## config.mk

```make
export PLATFORM = sky130hd
export DESIGN_NAME = alu_slice_sequencer_flat
export DESIGN_NICKNAME = d
export VERILOG_FILES = /design/src/rtl/alu_pkg.sv /design/src/rtl/alu_slice_sequencer_if.sv /design/src/rtl/alu_slice_sequencer.sv /design/src/flat_wrapper.sv
export SDC_FILE = /design/constraint.sdc
export NUM_CORES = 1
export LEC_CHECK = 0
export CAP_MARGIN = 20
export CORE_MARGIN = 2
export CORE_UTILIZATION = 40
export DETAILED_ROUTE_END_ITERATION = 8
export GPL_ROUTABILITY_DRIVEN = 0
export PLACE_DENSITY = 0.62
export SLEW_MARGIN = 30
export SYNTH_ARGS = -nofsm -noshare
export SYNTH_HDL_FRONTEND = slang
export SYNTH_SLANG_ARGS = --single-unit
```

## constraint.sdc

```tcl
create_clock -name clk -period 3.25 [get_ports clk]
set_input_delay 0.65 -clock clk [delete_from_list [all_inputs] [get_ports clk]]
set_output_delay 0.65 -clock clk [all_outputs]
set_load 0.05 [all_outputs]
```

## src/rtl/alu_pkg.sv

```systemverilog
// Shared definitions for the wide-ALU sequencer and its 4-bit slice: opcodes, slice width, FSM states.
package alu_pkg;

    localparam int SLICE_W = 4;

    typedef enum logic [2:0] {
        OP_ADD = 3'b000,
        OP_SUB = 3'b001,
        OP_NOT = 3'b010,
        OP_AND = 3'b011,
        OP_OR  = 3'b100,
        OP_XOR = 3'b101,
        OP_CMP = 3'b110,
        OP_EQ  = 3'b111
    } op_t;

    typedef enum logic [1:0] {
        ST_IDLE,
        ST_RUN,
        ST_DONE
    } state_t;

    // Arithmetic ops all run the slice as an adder and chain carry between nibbles.
    function automatic logic isArith(input op_t op);
        return (op == OP_ADD) || (op == OP_SUB) || (op == OP_CMP) || (op == OP_EQ);
    endfunction

    function automatic logic isSubtract(input op_t op);
        return (op == OP_SUB) || (op == OP_CMP) || (op == OP_EQ);
    endfunction

endpackage

```

## src/rtl/alu_slice_sequencer_if.sv

```systemverilog
// Command/response bus between the datapath controller (master) and the slice sequencer (slave).
interface alu_slice_sequencer_if
    import alu_pkg::*;
#(
    parameter int WIDTH = 16
);
    logic             cmd_valid;
    logic             cmd_ready;
    op_t              cmd_op;
    logic [WIDTH-1:0] cmd_a;
    logic [WIDTH-1:0] cmd_b;
    logic             rsp_valid;
    logic             rsp_ready;
    logic [WIDTH-1:0] rsp_result;
    logic             rsp_carry;
    logic             rsp_overflow;
    logic             rsp_zero;
    logic             rsp_flag;

    modport master (
        output cmd_valid, cmd_op, cmd_a, cmd_b, rsp_ready,
        input  cmd_ready, rsp_valid, rsp_result, rsp_carry, rsp_overflow, rsp_zero, rsp_flag
    );

    modport slave (
        input  cmd_valid, cmd_op, cmd_a, cmd_b, rsp_ready,
        output cmd_ready, rsp_valid, rsp_result, rsp_carry, rsp_overflow, rsp_zero, rsp_flag
    );

endinterface

```

## src/rtl/alu_slice_sequencer.sv

```systemverilog
// Runs one WIDTH-bit operation through an external 4-bit ALU slice, one nibble per cycle LSB first,
// chaining carry and assembling the wide result and flags for a response handshake.
module alu_slice_sequencer
    import alu_pkg::*;
#(
    parameter int WIDTH = 16
) (
    input  logic                  clk,
    input  logic                  rst,
    alu_slice_sequencer_if.slave  bus,
    output logic [3:0]            alu_a,
    output logic [3:0]            alu_b,
    output logic [2:0]            alu_c,
    output logic                  alu_cin,
    input  logic [3:0]            alu_result,
    input  logic                  alu_carry,
    input  logic                  alu_overflow
);

    localparam int NSLICE = WIDTH / SLICE_W;
    localparam int IDXW   = (NSLICE > 1) ? $clog2(NSLICE) : 1;
    localparam logic [IDXW-1:0] LAST_IDX = IDXW'(NSLICE - 1);

    state_t           r_state;
    op_t              r_op;
    logic [WIDTH-1:0] r_a;
    logic [WIDTH-1:0] r_b;
    logic [WIDTH-1:0] r_result;
    logic [IDXW-1:0]  r_idx;
    logic             r_carry;

    logic             w_lastSlice;
    logic [WIDTH-1:0] w_finalResult;
    logic             w_finalZero;

    assign w_lastSlice = (r_idx == LAST_IDX);
    assign w_finalZero = (w_finalResult == '0);

    // Result as it will look once the current slice output is folded in; used on the last slice.
    always_comb begin
        w_finalResult = r_result;
        w_finalResult[{r_idx, 2'b00} +: SLICE_W] = alu_result;
    end

    always_comb begin
        alu_a   = '0;
        alu_b   = '0;
        alu_c   = '0;
        alu_cin = 1'b0;
        if (r_state == ST_RUN) begin
            alu_a   = r_a[{r_idx, 2'b00} +: SLICE_W];
            alu_b   = r_b[{r_idx, 2'b00} +: SLICE_W];
            alu_c   = isArith(r_op) ? OP_ADD : r_op;
            alu_cin = r_carry;
        end
    end

    always_ff @(posedge clk or posedge rst) begin
        if (rst) begin
            r_state          <= ST_IDLE;
            r_op             <= OP_ADD;
            r_a              <= '0;
            r_b              <= '0;
            r_result         <= '0;
            r_idx            <= '0;
            r_carry          <= 1'b0;
            bus.cmd_ready    <= 1'b1;
            bus.rsp_valid    <= 1'b0;
            bus.rsp_result   <= '0;
            bus.rsp_carry    <= 1'b0;
            bus.rsp_overflow <= 1'b0;
            bus.rsp_zero     <= 1'b0;
            bus.rsp_flag     <= 1'b0;
        end else begin
            case (r_state)
                ST_IDLE: begin
                    if (bus.cmd_valid) begin
                        // Subtraction is A + ~B + 1, so B is inverted here and carry seeded with 1.
                        r_op          <= bus.cmd_op;
                        r_a           <= bus.cmd_a;
                        r_b           <= isSubtract(bus.cmd_op) ? ~bus.cmd_b : bus.cmd_b;
                        r_result      <= '0;
                        r_idx         <= '0;
                        r_carry       <= isSubtract(bus.cmd_op);
                        bus.cmd_ready <= 1'b0;
                        r_state       <= ST_RUN;
                    end
                end
                ST_RUN: begin
                    r_result[{r_idx, 2'b00} +: SLICE_W] <= alu_result;
                    if (isArith(r_op)) begin
                        r_carry <= alu_carry;
                    end
                    r_idx <= r_idx + 1'b1;
                    if (w_lastSlice) begin
                        // CMP: signed less-than is sign of (A-B) corrected by overflow.
                        r_idx            <= '0;
                        bus.rsp_result   <= w_finalResult;
                        bus.rsp_carry    <= isArith(r_op) & alu_carry;
                        bus.rsp_overflow <= isArith(r_op) & alu_overflow;
                        bus.rsp_zero     <= w_finalZero;
                        bus.rsp_flag     <= (r_op == OP_CMP) ? (alu_result[3] ^ alu_overflow) :
                                            (r_op == OP_EQ)  ? w_finalZero : 1'b0;
                        bus.rsp_valid    <= 1'b1;
                        r_state          <= ST_DONE;
                    end
                end
                ST_DONE: begin
                    if (bus.rsp_ready) begin
                        bus.rsp_valid <= 1'b0;
                        bus.cmd_ready <= 1'b1;
                        r_state       <= ST_IDLE;
                    end
                end
                default: begin
                    r_state <= ST_IDLE;
                end
            endcase
        end
    end

endmodule
```

## src/flat_wrapper.sv

```systemverilog
// flat-port wrapper written by rule: the top's interface ports become plain ports
module alu_slice_sequencer_flat import alu_pkg::*;
#(
    parameter int WIDTH = 16
)
  (clk, rst, alu_a, alu_b, alu_c, alu_cin, alu_result, alu_carry, alu_overflow, bus_cmd_valid, bus_cmd_op, bus_cmd_a, bus_cmd_b, bus_rsp_ready, bus_cmd_ready, bus_rsp_valid, bus_rsp_result, bus_rsp_carry, bus_rsp_overflow, bus_rsp_zero, bus_rsp_flag);
  alu_slice_sequencer_if #(.WIDTH(WIDTH)) bus_i ();
  input  logic clk;
  input  logic rst;
  output logic [3:0] alu_a;
  output logic [3:0] alu_b;
  output logic [2:0] alu_c;
  output logic alu_cin;
  input  logic [3:0] alu_result;
  input  logic alu_carry;
  input  logic alu_overflow;
  input wire logic [$bits(bus_i.cmd_valid)-1:0] bus_cmd_valid;
  input wire logic [$bits(bus_i.cmd_op)-1:0] bus_cmd_op;
  input wire logic [$bits(bus_i.cmd_a)-1:0] bus_cmd_a;
  input wire logic [$bits(bus_i.cmd_b)-1:0] bus_cmd_b;
  input wire logic [$bits(bus_i.rsp_ready)-1:0] bus_rsp_ready;
  output wire logic [$bits(bus_i.cmd_ready)-1:0] bus_cmd_ready;
  output wire logic [$bits(bus_i.rsp_valid)-1:0] bus_rsp_valid;
  output wire logic [$bits(bus_i.rsp_result)-1:0] bus_rsp_result;
  output wire logic [$bits(bus_i.rsp_carry)-1:0] bus_rsp_carry;
  output wire logic [$bits(bus_i.rsp_overflow)-1:0] bus_rsp_overflow;
  output wire logic [$bits(bus_i.rsp_zero)-1:0] bus_rsp_zero;
  output wire logic [$bits(bus_i.rsp_flag)-1:0] bus_rsp_flag;
  assign bus_i.cmd_valid = bus_cmd_valid;
  assign bus_i.cmd_op = bus_cmd_op;
  assign bus_i.cmd_a = bus_cmd_a;
  assign bus_i.cmd_b = bus_cmd_b;
  assign bus_i.rsp_ready = bus_rsp_ready;
  assign bus_cmd_ready = bus_i.cmd_ready;
  assign bus_rsp_valid = bus_i.rsp_valid;
  assign bus_rsp_result = bus_i.rsp_result;
  assign bus_rsp_carry = bus_i.rsp_carry;
  assign bus_rsp_overflow = bus_i.rsp_overflow;
  assign bus_rsp_zero = bus_i.rsp_zero;
  assign bus_rsp_flag = bus_i.rsp_flag;
  alu_slice_sequencer #(.WIDTH(WIDTH)) u_core (.clk(clk), .rst(rst), .bus(bus_i), .alu_a(alu_a), .alu_b(alu_b), .alu_c(alu_c), .alu_cin(alu_cin), .alu_result(alu_result), .alu_carry(alu_carry), .alu_overflow(alu_overflow));
endmodule
```

==> results of run 1 <==
[worst max-delay path by stage]
| stage | slack [ns] | from | endpoint | depth (start not counted) |
|---|---|---|---|---|
| 2_1_floorplan | 0.61 | rst | u_core.bus.rsp_carry | 1 |
| 3_3_place_gp | 0.68 | u_core.r_idx[0] | alu_b[2] | 3 |
| 4_1_cts | 0.26 | u_core.r_idx[0] | alu_b[2] | 3 |
| 5_1_grt | 0.17 | u_core.r_state[1] | alu_c[2] | 4 |
| 6_report | 0.30 | u_core.r_idx[0] | alu_b[2] | 3 |
| 3_5_place_dp | 0.67 | u_core.r_idx[0] | u_core.bus.rsp_zero | 8 |
[cells in the final DEF, fill, tap and decap left out, drive strengths merged, types with 2 or more instances in the layout]
cell           netlist  layout
a21oi               18      18
a22o                 2       2
a22oi                4       4
a32o                14      14
and2                 9       9
buf                 11      13
bufinv               0       2
clkbuf              10      13
clkdlybuf4s50        0      72
dfrtp               77      77
ha                   6       6
inv                  7       7
mux2                21      21
mux4                 8       8
nand2               44      44
nand3b               2       2
nor2                12      12
nor2b               12      12
nor3                 2       2
nor3b                4       4
nor4                 2       2
o21ai               44      44
o31ai                3       3
xor2                18      18
[power groups by stage]
stage / sequential (µW) / clock (µW) / combinational, µW
after floorplan: 1940 / 0 / 1580
after global placement: 1610 / 0 / 2670
after detailed placement: 1620 / 0 / 2700
after CTS: 1610 / 821 / 2710
after global routing: 1650 / 858 / 2890
final: 1600 / 797 / 2690
[stage by stage]
stage	hold slack, ns	instance area, µm²
4_1_cts	0.486	4940
5_1_grt	0.508	4940
2_1_floorplan	0.442	3820
3_3_place_gp	0.460	4720
6_report	0.478	4940
3_5_place_dp	0.469	4720
[metal layers]
| metal | global-route usage (%) | share of wire [%] | vias up |
|---|---|---|---|
| li1 | - | - | 1388 |
| met1 | 25.5 | 48 | 1374 |
| met2 | 26.6 | 45 | 70 |
| met3 | 3.59 | 5.1 | 10 |
| met4 | 6.34 | 1.4 | 0 |
| met5 | 0 | 0 | - |
[layout make-up]
type                            count  area (µm²)
Inverter                            7        26.3
Fill cell                         853        4300
Timing Repair Buffer               85         831
Clock buffer                       13         149
Multi-Input combinational cell    240        1750
Sequential cell                    78        1950
Tap cell                          129         161
Clock inverter                      3        67.6
[flip-flops by register name (all words and copies together), names as in the netlist]
register	flops
u_core.r_result	16
u_core.bus.rsp_overflow	1
u_core.r_b	16
u_core.bus.rsp_zero	1
u_core.bus.rsp_result	16
u_core.r_op	3
u_core.r_idx	2
u_core.r_carry	1
u_core.r_state	2
u_core.r_a	16
u_core.bus.cmd_ready	1
u_core.bus.rsp_carry	1
u_core.bus.rsp_valid	1
u_core.bus.rsp_flag	1
[kinds of logic (layout without fill, tap and decap cells)]
logic type,count (synthesis),in the layout,share of synthesized area [%]
XOR/XNOR,18,18,4.12
flip-flops,78,78,51.1
multiplexers,29,29,10.9
buffers and inverters,28,108,3.37
adder cells (fa/ha/maj),6,6,1.96
AND/OR/NAND/NOR,95,95,13.2
AO/OA/AOI/OAI,92,92,15.3
[worst max-delay path, cell delays in order (launching register included)]
cell and delay (ns):
dfrtp_1 0.54, mux4_2 0.54, and2_1 0.18, clkdlybuf4s50_1 0.70
==> flow_metrics.tcl, run 1 <==
set metrics [dict create \
    period_minus_slack_ns 2.95 \
    fin_setup_tns_ns 0 \
    dp.cells 539 \
    pin_count 79 \
    maxCapViolCount 0 \
    synth_edf_count 0 \
    ys_types 43 \
    fin_cells 555 \
    finalCritPeriodShare_pct 90.6 \
    fp.dieH_um 102 \
    synth_top_area_share_pct 50.4 \
    grt_max_degree 58 \
    peakVddDrop_mv 0.670 \
    critPathMaxFanout 5 \
    hold_path_startpoint "u_core.bus.rsp_result[1]" \
    grt_pass1_wl_um 14300 \
    required_ns 2.60 \
    fp-row-count 35 \
    yosys-top-cells-count "77 x dfrtp_1, 44 x nand2_1, 43 x o21ai_0" \
    final_core_util_pct 53.4 \
    synthFlopType "dfrtp_1" \
    routedWlPerCell_um 15.3 \
    h-tree-depth 3 \
    rr_startpoint "u_core.r_idx[0]" \
    synthTopCellsByArea "dfrtp_1 50%, mux2_2 6.2%, o21ai_0 5.6%, mux4_2 4.7%, nand2_1 4.3%" \
    cts_resized 0 \
    synth.cell_area_um2 3820 \
    setup_viol 0 \
    worst_hold_path_type "reg2reg" \
    r2r_end "u_core.bus.rsp_zero" \
    wirelength_um 8520 \
    dr.first_iter.drc_count 162 \
    internal_power_uw 2850 \
    grt_pass1_vias 2846 \
    yosysTopAreaCell "dfrtp_1" \
    ys_seq_elements 78 \
    hold_buffers 0 \
    drc_errors 0 \
    dr.pass1.iters 4 \
    cp-end-kind "output port" \
    cp-start-kind "flip-flop" \
    switching_share_pct 44.0 \
    worst_pin_slew_ns 0.567 \
    postCtsSetupBuffers 0 \
    max_freq_mhz 339 \
    clockRootBuffer "clkbuf_8" \
    cts_tree "yes" \
    async_reset_ff_share_pct 100 \
    grt_use_total_pct 17.7 \
    power_density_nw_per_um2 1030 \
    fin_ws_ns 0.304 \
    via_per_inst 5.12 \
    p_switching_uw 2240 \
    yosysMostFrequentCell "dfrtp_1" \
    clk_latency_ns 0.34 \
    clkPwrFrac_pct 15.7 \
    pwr-share-comb_pct 52.8 \
    seqPwrFrac_pct 31.5 \
    cts.clk_slew.worst_paths_ns 0.08 \
    skew_ns 0.0105 \
    synth-warning-count 0 \
    fin_nets 472 \
    avgSynthCellArea_um2 11.0 \
    design_power_total_uw 5090 \
    min_path_cells 2 \
    pre_cts_ws_ns 0.666 \
    cp.arrival_ns 2.30 \
    ant_nets 0 \
    vias 2842 \
    cts.sinks 78 \
    r2r_setup_slack_ns 0.63 \
    yosysSeqAreaShare_pct 51.1 \
    relSlewSlack_pct 62.0 \
    clockBufferDepth 2 \
    synthCells 346 \
    drive_gt1_share_pct 15.5 \
    rsz0062_at_grt "no" \
    finalHoldViolCount 0 \
    coreArea_um2 9240 \
    syn-num-nets 397 \
    path_class "reg2out" \
    leakagePower_uw 0.00205 \
    num_antenna_cells 0 \
    die-area_um2 10400 \
    hold_end "u_core.bus.rsp_result[1]" \
    cts_buffers 9 \
    fp.dieW_um 102 \
    area_growth_pct 29.1 \
    status "complete, no violations" \
    grt_overflow 0 \
    grt_antenna_before_repair 0 \
    initial_core_util_pct 41.4 \
    ff2ff_path_depth 8 \
    hpwl_um 6070 \
    drv_slew 0 \
    port_buffers 78 \
]
(Power assumes the default switching activity.)
==> inputs of run 2 (changes only) <==
- SLEW_MARGIN: 30 -> 10
==> results of run 2 <==
No change in the layout: final DEF, timing and power equal those of run 1.
